===== src/rtl/sysctl_pkg.sv =====
// sysctl_pkg -- shared definitions for the system-control block.
//   state_t        : controller FSM encoding
//   DEF_*          : default version and command/response code constants
//   WORD_BITS      : width of one argument / response word
package sysctl_pkg;

    localparam int WORD_BITS = 32;

    typedef enum logic [2:0] {
        IDLE,
        VER,
        SYNC_ARGS,
        SYNC_APPLY,
        TIME,
        WAIT_GRANT,
        SHUT,
        DONE
    } state_t;

    localparam logic [31:0] DEF_VERSION         = 32'd0;
    localparam int          DEF_CMD_GET_VERSION = 0;
    localparam logic [31:0] DEF_RSP_GET_VERSION = 32'd0;
    localparam int          DEF_CMD_SYNC_TIME   = 0;
    localparam logic [31:0] DEF_RSP_SYNC_TIME   = 32'd0;
    localparam int          DEF_CMD_GET_TIME    = 0;
    localparam logic [31:0] DEF_RSP_GET_TIME    = 32'd0;
    localparam int          DEF_CMD_SHUTDOWN    = 0;
    localparam logic [31:0] DEF_RSP_SHUTDOWN    = 32'd0;

endpackage


===== src/rtl/sysctl_sync.sv =====
// sync_edge -- two-flop synchronizer followed by a single-cycle edge detector.
//   clk, rst : clock, synchronous active-high reset
//   d        : asynchronous input
//   pulse    : one-cycle strobe on the selected edge of the synchronized input
//              (FALLING=1 -> 1->0 transition, FALLING=0 -> 0->1 transition)
module sync_edge #(
    parameter bit FALLING = 1'b1
) (
    input  logic clk,
    input  logic rst,
    input  logic d,
    output logic pulse
);

    // sr[0], sr[1]: synchronizer stages; sr[2]: previous synchronized value
    logic [2:0] sr;

    always_ff @(posedge clk) begin
        if (rst) sr <= '0;
        else     sr <= {sr[1:0], d};
    end

    assign pulse = FALLING ? (sr[2] & ~sr[1]) : (sr[1] & ~sr[2]);

endmodule


===== src/rtl/sysctl.sv =====
// sysctl -- command-driven system controller: version/feature query, time read,
// latch-compensated time synchronization and sticky shutdown with an
// involuntary fault report path.
//   clk, rst                   : clock, synchronous active-high reset
//   cmd, cmd_ready             : command code and valid (accepted only in IDLE)
//   arg_data, arg_advance      : argument word and consume strobe
//   param_data, param_write    : response words; cmd_done marks the final code
//   invol_req, invol_grant     : slot handshake for the unsolicited fault report
//   time_in / time_out(_en)    : current time / new time load
//   timesync_latch_in          : asynchronous sync pulse
//   shutdown_src / shutdown / shutdown_reason : fault inputs, sticky state, cause
module sysctl
    import sysctl_pkg::*;
#(
    parameter int                    CMD_BITS        = 8,
    parameter int                    TIME_BITS       = 64,
    parameter int                    NCFG            = 2,
    parameter logic [NCFG*32-1:0]    CFG_WORDS       = '0,
    parameter int                    NSRC            = 8,
    parameter int                    SYNC_COMP       = 4,
    parameter int                    LATCH_FALLING   = 1,
    parameter logic [31:0]           VERSION         = DEF_VERSION,
    parameter logic [CMD_BITS-1:0]   CMD_GET_VERSION = CMD_BITS'(DEF_CMD_GET_VERSION),
    parameter logic [31:0]           RSP_GET_VERSION = DEF_RSP_GET_VERSION,
    parameter logic [CMD_BITS-1:0]   CMD_SYNC_TIME   = CMD_BITS'(DEF_CMD_SYNC_TIME),
    parameter logic [31:0]           RSP_SYNC_TIME   = DEF_RSP_SYNC_TIME,
    parameter logic [CMD_BITS-1:0]   CMD_GET_TIME    = CMD_BITS'(DEF_CMD_GET_TIME),
    parameter logic [31:0]           RSP_GET_TIME    = DEF_RSP_GET_TIME,
    parameter logic [CMD_BITS-1:0]   CMD_SHUTDOWN    = CMD_BITS'(DEF_CMD_SHUTDOWN),
    parameter logic [31:0]           RSP_SHUTDOWN    = DEF_RSP_SHUTDOWN
) (
    input  logic                 clk,
    input  logic                 rst,
    input  logic [CMD_BITS-1:0]  cmd,
    input  logic                 cmd_ready,
    input  logic [31:0]          arg_data,
    output logic                 arg_advance,
    output logic                 cmd_done,
    output logic [31:0]          param_data,
    output logic                 param_write,
    output logic                 invol_req,
    input  logic                 invol_grant,
    input  logic [TIME_BITS-1:0] time_in,
    output logic [TIME_BITS-1:0] time_out,
    output logic                 time_out_en,
    input  logic                 timesync_latch_in,
    input  logic [NSRC-1:0]      shutdown_src,
    output logic                 shutdown,
    output logic [NSRC-1:0]      shutdown_reason
);

    localparam int NTW = TIME_BITS / 32;

    state_t                state;
    logic [7:0]            cnt;
    logic [31:0]           rsp_code;
    logic [NCFG*32-1:0]    cfg_sh;     // feature words, shifted out low word first
    logic [TIME_BITS-1:0]  time_sh;    // GET_TIME snapshot, shifted out low word first
    logic [TIME_BITS-1:0]  args;       // SYNC_TIME argument, shifted in from the top
    logic [TIME_BITS-1:0]  latched_time;
    logic                  latch_valid;
    logic                  latch_pulse;

    sync_edge #(
        .FALLING (LATCH_FALLING != 0)
    ) u_sync (
        .clk   (clk),
        .rst   (rst),
        .d     (timesync_latch_in),
        .pulse (latch_pulse)
    );

    // NOTE: every register in this block uses <= so all reads see the values
    // from before the edge; blocking assignments here would create ordering races.
    always_ff @(posedge clk) begin
        if (rst) begin
            // NOTE: the datapath holding registers are cleared too, so nothing
            // from an interrupted transaction can surface after reset.
            state           <= IDLE;
            cnt             <= '0;
            rsp_code        <= '0;
            cfg_sh          <= '0;
            time_sh         <= '0;
            args            <= '0;
            latched_time    <= '0;
            latch_valid     <= 1'b0;
            arg_advance     <= 1'b0;
            cmd_done        <= 1'b0;
            param_data      <= '0;
            param_write     <= 1'b0;
            invol_req       <= 1'b0;
            time_out        <= '0;
            time_out_en     <= 1'b0;
            shutdown        <= 1'b0;
            shutdown_reason <= '0;
        end else begin
            cmd_done    <= 1'b0;
            param_write <= 1'b0;
            param_data  <= '0;
            time_out_en <= 1'b0;

            // A latch edge always wins over the clear in SYNC_APPLY, so an edge
            // arriving during the apply cycle is kept for the next sync.
            if (latch_pulse) begin
                latched_time <= time_in;
                latch_valid  <= 1'b1;
            end

            case (state)
                IDLE: begin
                    if (cmd_ready) begin
                        if (cmd == CMD_GET_VERSION) begin
                            param_data  <= VERSION;
                            param_write <= 1'b1;
                            cfg_sh      <= CFG_WORDS;
                            cnt         <= '0;
                            rsp_code    <= RSP_GET_VERSION;
                            state       <= VER;
                        end else if (cmd == CMD_SYNC_TIME) begin
                            arg_advance <= 1'b1;
                            cnt         <= '0;
                            rsp_code    <= RSP_SYNC_TIME;
                            state       <= SYNC_ARGS;
                        end else if (cmd == CMD_GET_TIME) begin
                            param_data  <= time_in[31:0];
                            param_write <= 1'b1;
                            time_sh     <= time_in >> 32;
                            cnt         <= '0;
                            rsp_code    <= RSP_GET_TIME;
                            state       <= (NTW == 1) ? DONE : TIME;
                        end else if (cmd == CMD_SHUTDOWN) begin
                            shutdown    <= 1'b1;
                            cmd_done    <= 1'b1;
                            param_data  <= RSP_SHUTDOWN;
                        end else begin
                            cmd_done    <= 1'b1;
                        end
                    end else if (!shutdown && |shutdown_src) begin
                        invol_req <= 1'b1;
                        state     <= WAIT_GRANT;
                    end
                end

                VER: begin
                    param_data  <= cfg_sh[31:0];
                    param_write <= 1'b1;
                    cfg_sh      <= cfg_sh >> 32;
                    cnt         <= cnt + 8'd1;
                    if (cnt == 8'(NCFG - 1)) state <= DONE;
                end

                TIME: begin
                    param_data  <= time_sh[31:0];
                    param_write <= 1'b1;
                    time_sh     <= time_sh >> 32;
                    cnt         <= cnt + 8'd1;
                    if (cnt == 8'(NTW - 2)) state <= DONE;
                end

                SYNC_ARGS: begin
                    args <= (args >> 32) | (TIME_BITS'(arg_data) << (TIME_BITS - 32));
                    cnt  <= cnt + 8'd1;
                    if (cnt == 8'(NTW - 1)) begin
                        arg_advance <= 1'b0;
                        state       <= SYNC_APPLY;
                    end
                end

                SYNC_APPLY: begin
                    param_write <= 1'b1;
                    if (latch_valid) begin
                        time_out    <= time_in - latched_time + args + TIME_BITS'(SYNC_COMP);
                        time_out_en <= 1'b1;
                        param_data  <= 32'd1;
                        if (!latch_pulse) latch_valid <= 1'b0;
                    end
                    state <= DONE;
                end

                WAIT_GRANT: begin
                    if (invol_grant) begin
                        invol_req       <= 1'b0;
                        shutdown_reason <= shutdown_src;
                        param_data      <= 32'(shutdown_src);
                        param_write     <= 1'b1;
                        state           <= SHUT;
                    end
                end

                SHUT: begin
                    shutdown   <= 1'b1;
                    cmd_done   <= 1'b1;
                    param_data <= RSP_SHUTDOWN;
                    state      <= IDLE;
                end

                DONE: begin
                    cmd_done   <= 1'b1;
                    param_data <= rsp_code;
                    state      <= IDLE;
                end

                default: state <= IDLE;
            endcase
        end
    end

endmodule


===== config.mk =====
export PLATFORM = sky130hd
export DESIGN_NAME = sysctl
export DESIGN_NICKNAME = d
export VERILOG_FILES = /design/src/rtl/sysctl_pkg.sv /design/src/rtl/sysctl_sync.sv /design/src/rtl/sysctl.sv
export SDC_FILE = /design/constraint.sdc
export NUM_CORES = 1
export LEC_CHECK = 0
export CORE_MARGIN = 2
export CORE_UTILIZATION = 47
export CTS_BUF_LIST = sky130_fd_sc_hd__clkbuf_8
export DETAILED_ROUTE_END_ITERATION = 16
export PLACE_DENSITY = 0.71
export SKIP_LAST_GASP = 1
export SLEW_MARGIN = 25
export SYNTH_ARGS = -nofsm -noshare
export SYNTH_HDL_FRONTEND = slang
export SYNTH_SLANG_ARGS = --single-unit

===== constraint.sdc =====
create_clock -name clk -period 4.2 [get_ports clk]
set_clock_uncertainty 0.2 [all_clocks]
set_input_delay 0.84 -clock clk [delete_from_list [all_inputs] [get_ports clk]]
set_output_delay 0.84 -clock clk [all_outputs]
set_load 0.1 [all_outputs]

## Word level (Yosys, flattened, before mapping)

Index checks and enable logic that the tools add are counted.

- Add/subtract/negate cells: 4
- Multipliers: 0
- Divide/modulo/power cells: 0
- $lt $le $gt $ge: 0
- Equality and inequality tests: 18
- Shift operators: 0
- Mux-type cells: 33
- Bitwise logic cells: 4
- Reductions and logical operators: 19

Operator list:

| cell | number |
|---|---|
| 64-bit 2-to-1 mux | 2 |
| 64-bit case mux with 2 select lines | 1 |
| 32-bit case mux with 3 select lines | 1 |
| 64-bit by 3-bit adder with 64-bit output, second input constant | 1 |
| 64-bit adder | 1 |
| 32-bit by 64-bit OR with 64-bit output | 1 |
| 64-bit subtractor | 1 |
| 8-bit 2-to-1 mux | 3 |
| 3-bit 2-to-1 mux | 7 |
| 3-bit case mux with 7 select lines | 1 |
| 8-bit zero test | 2 |
| 2-bit inequality test, second input constant | 8 |
| 8-bit case mux with 2 select lines | 1 |
| 1-bit 2-to-1 mux | 14 |
| 3-bit equality test, second input constant | 4 |
| 8-bit by 1-bit adder with 8-bit output, second input constant | 1 |
| 8-bit by 1-bit equality test with 1-bit output, second input constant | 1 |
| 8-bit OR reduction | 1 |
| 3-bit by 2-bit equality test with 1-bit output, second input constant | 2 |
| 3-bit inequality test, second input constant | 2 |
| 3-bit AND reduction | 2 |
| 6-bit AND reduction | 1 |
| 2-bit nonzero test | 3 |
| 3-bit OR reduction | 2 |
| other kinds (11) | 15 |

- Flip-flop bits (word level): 316
- Bits in latches: 0
- Bits in writable memories: 0
- Bits in read-only memories: 0
- Bits of input ports: 117
- Output and inout port bits: 110
- Logic and storage cells: 93
- Memories kept: 0

## Logic depth before layout (Yosys ltp)

- Depth in word-level cells: 6
- Depth in mapped cells: 17
- Mapped depth without buffers: 16

## Modules after synthesis

A second synthesis with hierarchy kept.

- Cell total of the unflattened synthesis: 1691
- Area total of the unflattened synthesis: 14241.2 um^2

By module, submodules not included:

| module | times used | cells an instance | area an instance (um^2) | seq. area each (um^2) |
|---|---|---|---|---|
| sysctl | 1 | 1684 | 14153.6 | 4504.3 |
| sync_edge | 1 | 7 | 87.6 | 60.1 |

## Worst setup path before layout

No wires, ideal clock.

- Path type: input port to flip-flop
- Start point: in time_in[1]
- End point: reg time_out[63]
- Setup time: 91 ps
- Data arrival time: 4231 ps
- Required time: 3909 ps
- Slack: -322 ps
- Stages: 14
- Buffers on the path: 1
- Cell sequence: fa_1 -> fa_1 -> inv_1 -> fa_1 -> nor2b_1 -> o211ai_1 -> a211oi_1 -> and3b_1 -> buf_2 -> a211oi_2 -> a41oi_1 -> o31a_1 -> a21bo_1 -> a311oi_1

- Word-level cells in the longest chain between the ends: 3

Ends and longest elaborated chain:

| element | RTL line | RTL |
|---|---|---|
| start, declared | sysctl.sv:43 | `input logic [TIME_BITS-1:0] time_in,` |
| 64-bit subtractor | sysctl.sv:172 | `time_out <= time_in - latched_time + args + TIME_BITS'(SYNC_COMP);` |
| 64-bit adder | sysctl.sv:172 |  |
| 64-bit by 3-bit adder with 64-bit output | sysctl.sv:172 |  |
| end signal, assigned | sysctl.sv:172 |  |
| end, declared | sysctl.sv:44 | `output logic [TIME_BITS-1:0] time_out,` |

Every way passes these cells.
A chain may end at the register's enable or synchronous reset.

## Worst setup path in the final report

- Start point: in time_in[18]
- End point: reg time_out[53]

The elaborated chain is that of the path after synthesis.

==> reports/results.txt <==
status - completed
Post-synth ARST share - 0
Die X - 179 um
vias per inst - 5.30
Starting Density - 0.480
H-tree depth - 2
Worst Hold Path EP - u_sync.sr[1]$_SDFF_PP0_
Final ANT Viol Nets - 0
Total Wirelength - 44000 um
M1 WL - 19700 um
wire length on met2 - 20600 um
crit-path max FO - 3
CP endpoint kind - flip-flop
worst slack, placed - -0.932 ns
most frequent cells in the layout - nand2_1 (408), buf_4 (239), a21oi_1 (230)
CTS tree - done
Tcrit/Tclk final - 0.995
drt pass-1 iters - 5
synthesized instance count - 1802
CP cell instances - dlygate4sd2_1 -> fa_1 -> ha_4 -> ha_4 -> nand4_1 -> or3_4 -> or3_4 -> nor3_4 -> o2111ai_4 -> a211oi_2 -> buf_4 -> nor2_1 -> xor2_1 -> o21ai_1
multiplexer area fraction after synthesis - 0.00288
slowest CP cell - fa_1
HPWL after DPL - 33300 um
Finish-stage setup viols - 0
Residual DRC - 0
#FFs+latches synth - 228
crit-path max cell delay - 0.51 ns
Root Driver - clkbuf_8
slew at the pin closest to its max-slew limit - 1.03 ns
Min-Delay Path Depth - 1
Rows - 63
Design Area, Final - 0.0197 mm^2
I/O Buffers - 201
Worst EP required - 4.41 ns
share of layout cells above drive strength 1 - 0.185
Synth Area in Compound Gates - 0.181
wire length of the first global-routing pass - 68100 um
Main synth FF type - dfxtp_1
commonest non-fill, non-tap cell in the layout - nand2_1
Worst VDD drop - 0.241 mV
Final Hold Viols - 0
Longest Clk Path Bufs - 3
RSZ-0062 raised after global routing - yes
worst r2r path cells - 17
n_diodes - 0
WS Path Type - in -> reg
Hold Buf Count CTS - 0
PwrDens - 473 mW/mm^2
Hold Path Class - reg -> reg
Die H - 179 um
Crit Reg-Reg Endpoint - time_out[51]$_SDFFE_PP0P_
GRT Overall Usage - 0.269
Worst-Skew Late Latency - 0.55 ns
fin nets - 2501
clock sink total - 228
Lkg Pwr - 8.03 nW
initial antenna violation count - 0
adder-cell area share of the yosys netlist - 0.201
vias in the first global route - 13254
EDFF count, synth - 0
Via Count - 13815
P&R area growth vs syn - 37.5%
Ports - 227
critical path launch point type - input pin
Data arrival, critical path - 4.39 ns
Core Footprint - 0.0299 mm^2
Clk pin slew, worst setup/hold paths - 0.05 ns
Tmin final - 4.18 ns
Syn Area/Cell - 7.96 um^2
pin count of the biggest net entering global routing - 90
Num CTS Buffers - 41
total grt overflow - 0
Post-Synth XOR/XNOR Area - 0.0348
max-cap check violation count - 0
synth warn - 0
DR WL met3 - 2680 um
post-DR wirelength/cell - 16.9 um
share of the synthesized area in the top cell type - 0.318
die area - 0.0319 mm^2
DR iter-0 viols - 842
Top Layer Used - met4
Worst Setup Slack, final - 0.0224 ns
synth top area cells - dfxtp_1 (32%), ha_1 (11%), nand2_1 (11%)
f_max - 239 MHz
share of the yosys chip area belonging to registers - 0.318
Slew HR - 0.314
RR Startpoint - latched_time[1]$_SDFFE_PP0P_
flop2flop setup slack - 0.07 ns
main combinational cell family by area after synthesis - adder cells
Mapped Area - 0.0143 mm^2
Layout fillers - 2575
placed inst area - 0.0182 mm^2
GPL Wtd Cong - 0.958
post-synth cell types - 73
min-delay src - u_sync.sr[0]$_SDFF_PP0_
area leader, netlist - dfxtp_1
Synth Area in Simple Gates - 0.188
Max Slew Vio Count - 0
synth_stat cells, drive strengths merged, types with 4 or more instances:
| cell type | count |
|---|---|
| o21bai | 11 |
| o21ai | 76 |
| inv | 135 |
| o31a | 4 |
| o21a | 11 |
| a21o | 25 |
| a211oi | 14 |
| buf | 35 |
| clkbuf | 83 |
| xor2 | 23 |
| nor4 | 5 |
| xnor2 | 34 |
| nand2b | 5 |
| o211ai | 7 |
| nor3 | 15 |
| and2 | 17 |
| or4 | 7 |
| a31oi | 17 |
| and4 | 4 |
| a21oi | 247 |
| o31ai | 6 |
| dfxtp | 228 |
| nand4 | 27 |
| and3 | 10 |
| ha | 129 |
| fa | 63 |
| or3 | 8 |
| nand2 | 410 |
| nor2 | 66 |
| nor2b | 9 |
| nand3 | 20 |
per-layer routing:
layer  GRT usage  vias to the layer above
met5           0                        -
met4      0.0823                        0
met1       0.369                     6507
li1            -                     6821
met3      0.0329                       59
met2       0.443                      428
cell families (layout without fill, tap and decap cells):
family,count (synthesis),after routing
flip-flops,228,228
multiplexers,4,4
adder cells (fa/ha/maj),192,192
AO/OA/AOI/OAI,448,448
XOR/XNOR,57,57
other,1,25
AND/OR/NAND/NOR,618,618
buffers and inverters,254,647
power breakdown:
group / switching [W] / leakage (nW) / internal, W
clock network: 0.000929 / 0.481 / 0.00131
registers: 0.000148 / 1.84 / 0.00228
logic: 0.00256 / 5.71 / 0.00210
total: 0.00363 / 8.03 / 0.00569
timing repair:
item	4_1_cts	5_1_grt
pin swaps	29	44
resized for setup	57	66
setup buffers	8	4
setup endpoints to repair	27	31
state kept, by name, indices dropped and copies added, names as in the netlist:
signal,flops
invol_req,1
state,3
shutdown_reason,8
param_write,1
args,64
cnt,8
latch_valid,1
param_data,8
time_out_en,1
u_sync.sr,3
time_out,64
shutdown,1
latched_time,64
cmd_done,1
cell type report:
class,count,area (um^2),area share
clock buffer,53,729,0.0370
clock inverter,17,156,0.00793
inverter,136,510,0.0259
multi-input combinational,1344,9450,0.479
sequential,228,4570,0.232
tap,390,488,0.0248
timing repair buffer,441,3810,0.193
metrics by stage:
| stage | power, W | cells | util | hold WS (ns) | TNS, ns |
|---|---|---|---|---|---|
| after floorplan | 0.00498 | 1826 | - | 0.214 | -0.00883 |
| after global placement | 0.00675 | 2527 | 0.610 | 0.229 | -24.76 |
| after detailed placement | 0.00680 | 2527 | 0.610 | 0.238 | -26.39 |
| after CTS | 0.00916 | 2605 | 0.647 | 0.240 | -0.0261 |
| after global routing | 0.00992 | 2609 | 0.660 | 0.247 | -0.231 |
| final | 0.00933 | 2609 | 0.660 | 0.237 | 0 |
worst max-delay path by stage:
| stage | from | endpoint | slack [ns] |
|---|---|---|---|
| after floorplan | time_in[1] | time_out[63]$_SDFFE_PP0P_ | -0.009 |
| after global placement | time_in[1] | time_out[63]$_SDFFE_PP0P_ | -0.88 |
| after detailed placement | time_in[1] | time_out[63]$_SDFFE_PP0P_ | -0.93 |
| after CTS | time_in[2] | time_out[63]$_SDFFE_PP0P_ | -0.03 |
| after global routing | time_in[18] | time_out[53]$_SDFFE_PP0P_ | -0.06 |
| final | time_in[18] | time_out[53]$_SDFFE_PP0P_ | 0.02 |
critical path, delay by kind of cell:
family / cells / cell delay, ns
buffers and inverters: 2 / 0.45
XOR/XNOR: 1 / 0.21
AND/OR/NAND/NOR: 5 / 1.23
adder cells (fa/ha/maj): 3 / 1.07
AO/OA/AOI/OAI: 3 / 0.59
(Power assumes the default switching activity.)
